$ cat config.mk
export PLATFORM = sky130hd
export DESIGN_NAME = medidor_de_frecuencia
export DESIGN_NICKNAME = d
export VERILOG_FILES = /design/src/rtl/medidor_de_frecuencia.sv
export SDC_FILE = /design/constraint.sdc
export NUM_CORES = 1
export LEC_CHECK = 0
export CORE_AREA = 2 2 82 116
export CTS_CLUSTER_SIZE = 30
export DETAILED_ROUTE_END_ITERATION = 6
export DIE_AREA = 0 0 84 118
export GPL_TIMING_DRIVEN = 1
export PLACE_DENSITY = 0.77
export SYNTH_ARGS = -nofsm -noshare
export SYNTH_HDL_FRONTEND = slang
export SYNTH_SLANG_ARGS = --single-unit
$ cat constraint.sdc
create_clock -name clk -period 7.6 [get_ports clk]
set_input_delay 1.14 -clock clk [delete_from_list [all_inputs] [get_ports clk]]
set_output_delay 1.14 -clock clk [all_outputs]
set_load 0.01 [all_outputs]
$ cat src/rtl/medidor_de_frecuencia.sv
// medidor_de_frecuencia: counts rising edges of an asynchronous input over a W-cycle gate window.
// Optional FM_SINGLE_SHOT_EN: report one window, then hold until en is cycled low and high.
module medidor_de_frecuencia #(
    parameter int unsigned in_f   = 32'd75000000,
    parameter int unsigned gate_f = 32'd1,
    parameter int          cnt_w  = 27
) (
    input  logic             clk,
    input  logic             rst,
    input  logic             sig_in,
    input  logic             en,
    output logic [cnt_w-1:0] freq,
    output logic             valid,
    output logic             ovf
);
    localparam longint unsigned W = 64'(in_f / gate_f);
    localparam int win_w = (W > 64'd1) ? $clog2(W) : 1;
    localparam logic [win_w-1:0] W_LAST = win_w'(W - 64'd1);
    localparam logic [cnt_w-1:0] CNT_MAX = {cnt_w{1'b1}};

    typedef enum logic [1:0] {
        IDLE    = 2'd0,
        MEASURE = 2'd1,
        DONE    = 2'd2
    } state_t;

    state_t             state_r;
    state_t             state_nxt_s;
    logic               sync1_r;
    logic               sync2_r;
    logic               prev_r;
    logic               edge_s;
    logic [win_w-1:0]   win_cnt_r;
    logic [win_w-1:0]   win_nxt_s;
    logic [cnt_w-1:0]   edge_cnt_r;
    logic [cnt_w-1:0]   cnt_nxt_s;
    logic [cnt_w-1:0]   cnt_upd_s;
    logic               sticky_r;
    logic               sticky_nxt_s;
    logic               sticky_upd_s;
    logic               load_s;

    // Two-flop synchronizer plus a delay flop for rising-edge detection
    always_ff @(posedge clk or posedge rst) begin
        if (rst) begin
            sync1_r <= 1'b0;
            sync2_r <= 1'b0;
            prev_r  <= 1'b0;
        end else begin
            sync1_r <= sig_in;
            sync2_r <= sync1_r;
            prev_r  <= sync2_r;
        end
    end

    assign edge_s = sync2_r & ~prev_r;

    // Edge count including this cycle's edge, saturating into the sticky overflow bit
    always_comb begin
        cnt_upd_s    = edge_cnt_r;
        sticky_upd_s = sticky_r;
        if (edge_s) begin
            if (edge_cnt_r == CNT_MAX) begin
                sticky_upd_s = 1'b1;
            end else begin
                cnt_upd_s = edge_cnt_r + cnt_w'(1);
            end
        end else begin
            cnt_upd_s    = edge_cnt_r;
            sticky_upd_s = sticky_r;
        end
    end

    // Next-state logic; the terminal cycle reloads the counters so windows abut with no gap
    always_comb begin
        state_nxt_s  = state_r;
        win_nxt_s    = '0;
        cnt_nxt_s    = '0;
        sticky_nxt_s = 1'b0;
        load_s       = 1'b0;
        case (state_r)
            IDLE: begin
                if (en) begin
                    state_nxt_s = MEASURE;
                end else begin
                    state_nxt_s = IDLE;
                end
            end
            MEASURE: begin
                if (!en) begin
                    state_nxt_s = IDLE;
                end else if (win_cnt_r == W_LAST) begin
                    load_s = 1'b1;
`ifdef FM_SINGLE_SHOT_EN
                    state_nxt_s = DONE;
`else
                    state_nxt_s = MEASURE;
`endif
                end else begin
                    state_nxt_s  = MEASURE;
                    win_nxt_s    = win_cnt_r + win_w'(1);
                    cnt_nxt_s    = cnt_upd_s;
                    sticky_nxt_s = sticky_upd_s;
                end
            end
            DONE: begin
                if (en) begin
                    state_nxt_s = DONE;
                end else begin
                    state_nxt_s = IDLE;
                end
            end
            default: begin
                state_nxt_s = IDLE;
            end
        endcase
    end

    // State and counter registers
    always_ff @(posedge clk or posedge rst) begin
        if (rst) begin
            state_r    <= IDLE;
            win_cnt_r  <= '0;
            edge_cnt_r <= '0;
            sticky_r   <= 1'b0;
        end else begin
            state_r    <= state_nxt_s;
            win_cnt_r  <= win_nxt_s;
            edge_cnt_r <= cnt_nxt_s;
            sticky_r   <= sticky_nxt_s;
        end
    end

    // Result registers: freq/ovf move only together with the valid strobe
    always_ff @(posedge clk or posedge rst) begin
        if (rst) begin
            freq  <= '0;
            ovf   <= 1'b0;
            valid <= 1'b0;
        end else begin
            valid <= load_s;
            if (load_s) begin
                freq <= cnt_upd_s;
                ovf  <= sticky_upd_s;
            end else begin
                freq <= freq;
                ovf  <= ovf;
            end
        end
    end

endmodule

==> summary.txt <==
Logic synthesis
  • Syn_nets: 445
  • Distinct cells, synth: 51
  • Share of the synthesized area in the top cell type: 0.5100
  • Most common cell in the synthesized netlist: dfrtp_1
  • Synth warn: 0
  • Post-synthesis sequential area ratio: 0.5100
  • Area of the mapped netlist: 4367 um2
  • Async set-reset flop share out of synthesis: 1.000
  • Yosys reg bits: 89
  • Synth Flop Type: dfrtp_1
  • Synth Instances: 439
  • Post-synth EDFFs: 0
  • Cell taking the most area after synthesis: dfrtp_1
  • Syn Area/Cell: 9.947 um2
  • Post-synth top cells: dfrtp_1 (89), nor2_1 (77), xnor2_1 (28), nand3_1 (27), nand2_1 (24)
  • Largest cells by area after synthesis: dfrtp_1 (51%), nor2_1 (6.6%), xnor2_1 (5.6%)

Clock network
  • Largest buffer count on any clock path: 2
  • Post-CTS Setup Bufs: 0
  • CTS tree: built
  • Clock sinks: 89
  • Htree depth: 3
  • Clock Pin Slew Worst Setup and Hold Paths: 0.06 ns
  • Num CTS Buffers: 9
  • Root buffer cell: clkbuf_16
  • Resized Gates After CTS: 0
  • Hold_buf cts: 0
  • Worst skew pair latency: 0.34 ns

Route
  • 1st-iter DRT viols: 240
  • Wire length per cell: 16.17 um
  • Drt pass-1 iters: 4
  • Vias per cell: 5.762
  • Drt total wl: 9314 um
  • Detailed-route DRC error count: 0
  • Vias: 3319
  • Remaining antenna violation count: 0

Final layout
  • Layout cells sized above 1: 0.07889
  • FF/Latch Area: 2227 um2
  • Final net count: 471
  • Multi-input gate area: 1993 um2
  • Fin area: 5052 um2
  • # fillers: 765
  • Area growth, synth to finish: 15.70%
  • # diodes: 0

STA
  • Max Slew Vio Count: 0
  • Worst Max-Slew Pin Slew: 1.106 ns
  • Clock Skews: 0.006448 ns
  • Fin crit share: 0.3970
  • Final hold violation count: 0
  • Worst rel slew slack: 0.2619
  • # setup viols final: 0
  • Final min period: 3.017 ns
  • Unrepaired setup endpoints after global routing: false
  • Setup TNS Final: 0 ns
  • Highest Clock Rate: 0.3315 GHz

Pwr
  • Comb power frac: 0.021
  • Leakage: 0.002023 uW
  • Pint: 750.1 uW
  • P_sw: 189.2 uW
  • Sw Share: 0.2014
  • Clock power share: 0.470
  • Sequential group share of total power: 0.508
  • Power Dens Cells: 185.9 nW/um2
  • Worst VDD drop: 131.8 uV

Floorplanning
  • I/O pins: 33
  • Core area: 8875 um2
  • Row cnt: 41
  • Starting Density: 0.4920
  • Die W: 84 um
  • DIE AREA: 9912 um2
  • Die Y: 118 um

Flow run
  • Maxcap violations: 0

GRT
  • Global-route usage over all layers: 0.1980
  • First-pass GRT wire length: 15800 um
  • Vias in the first global route: 3328
  • GR Overflow Total: 0
  • Initial antenna violation count: 0
  • Pin count of the biggest net entering global routing: 90

Outcome
  • Outcome: completed

Placed design
  • Post-DP HPWL: 6403 um
  • GPL Wtd Cong: 0.8826
  • I/O Buffers: 32
  • Placed Area: 4755 um2

Critical path
  • Worst Path Arrival: 3.24 ns
  • CP endpoint kind: register
  • Max FO, Critical Path: 53
  • Worst EP required: 7.82 ns
  • Crit start category: input pin
  • Critical path class: in2reg

Worst hold path
  • Worst Hold Class: reg2reg
-- cell type report --
class,instances,share of cell area
sequential,89,0.4408
multi-input combinational,315,0.3945
timing repair buffer,35,0.06786
clock buffer,13,0.05151
tap,107,0.02650
inverter,15,0.01139
clock inverter,2,0.007429
-- power by group through the flow --
stage | Clock (uW) | Sequential, uW | Combinational, uW
after global routing | 471 | 477 | 23.2
after global placement | 0 | 486 | 20.3
after detailed placement | 0 | 486 | 20.9
after CTS | 449 | 477 | 20.8
final | 442 | 477 | 20.0
after floorplan | 0 | 486 | 14.7
-- layer usage --
metal  vias up  GRT usage  part of all wire
li1       1604          -                 -
met1      1599     0.2321              0.40
met2        89     0.3390              0.53
met3        27    0.02525             0.035
met4         0     0.1250             0.038
met5         -          0                 0
-- cells by family (layout without fill, tap and decap cells) --
logic type,count (synthesis),in the layout,share of synthesized area
DFF,89,89,0.5100
adders and majority gates,2,2,0.005730
buffers and inverters,35,65,0.03610
AOI/OAI and AO/OA,54,54,0.08367
muxes,12,12,0.02865
and+or+nand+nor,210,210,0.2616
xor gates and xnor gates,37,37,0.07421
-- sequential cells by signal, indices dropped and copies added (netlist names) --
name,count
ovf,1
win_cnt_r,27
sync1_r,1
state_r,2
edge_cnt_r,27
sync2_r,1
freq,27
sticky_r,1
prev_r,1
valid,1
-- cells in the final DEF, fill, tap and decap left out, types with 6 or more instances in the layout --
cell,synthesis,final
nor2_1,77,77
clkdlybuf4s50_1,0,32
mux2i_1,8,8
nor3_1,12,12
nand4_1,16,16
o21ai_1,10,10
xor2_1,9,9
a21oi_1,22,22
inv_1,15,14
nor4_1,13,12
xnor2_1,28,28
and4_1,6,6
and3_1,7,7
a31oi_1,10,10
nand3_1,27,26
nand2_1,24,24
dfrtp_1,89,89
clkbuf_16,0,9
-- path summary, 6_finish.rpt --
check	startpoint	to	slack [ns]	cells after the start
min in group asynchronous	rst	freq[0]	1.46	3
hold reg to reg	sync1_r	sync2_r	0.36	0
hold / removal	sync1_r	sync2_r	0.36	0
max in group asynchronous	rst	freq[12]	5.43	3
setup reg to reg	win_cnt_r[0]	edge_cnt_r[12]	5.01	5
setup / recovery	en	edge_cnt_r[12]	4.58	4
-- worst max-delay path: stages --
cell	delay [ns]
clkdlybuf4s50_1	0.47
nor2b_1	0.26
nand3_2	0.89
a21oi_1	0.46
-- metrics by stage --
step                      total power (uW)  std cells    util  hold slack, ns  worst slack [ns]
final                                939.3        576  0.5693          0.3628             4.583
after detailed placement             506.9        561  0.5357          0.3543             4.268
after global routing                 971.1        576  0.5693          0.3870             4.353
after CTS                            946.8        576  0.5693          0.3683             4.605
after floorplan                      500.3        439       -          0.3312             4.153
after global placement               506.1        561  0.5357          0.3338             4.418
Note: power is estimated with default switching activity, not from simulation.
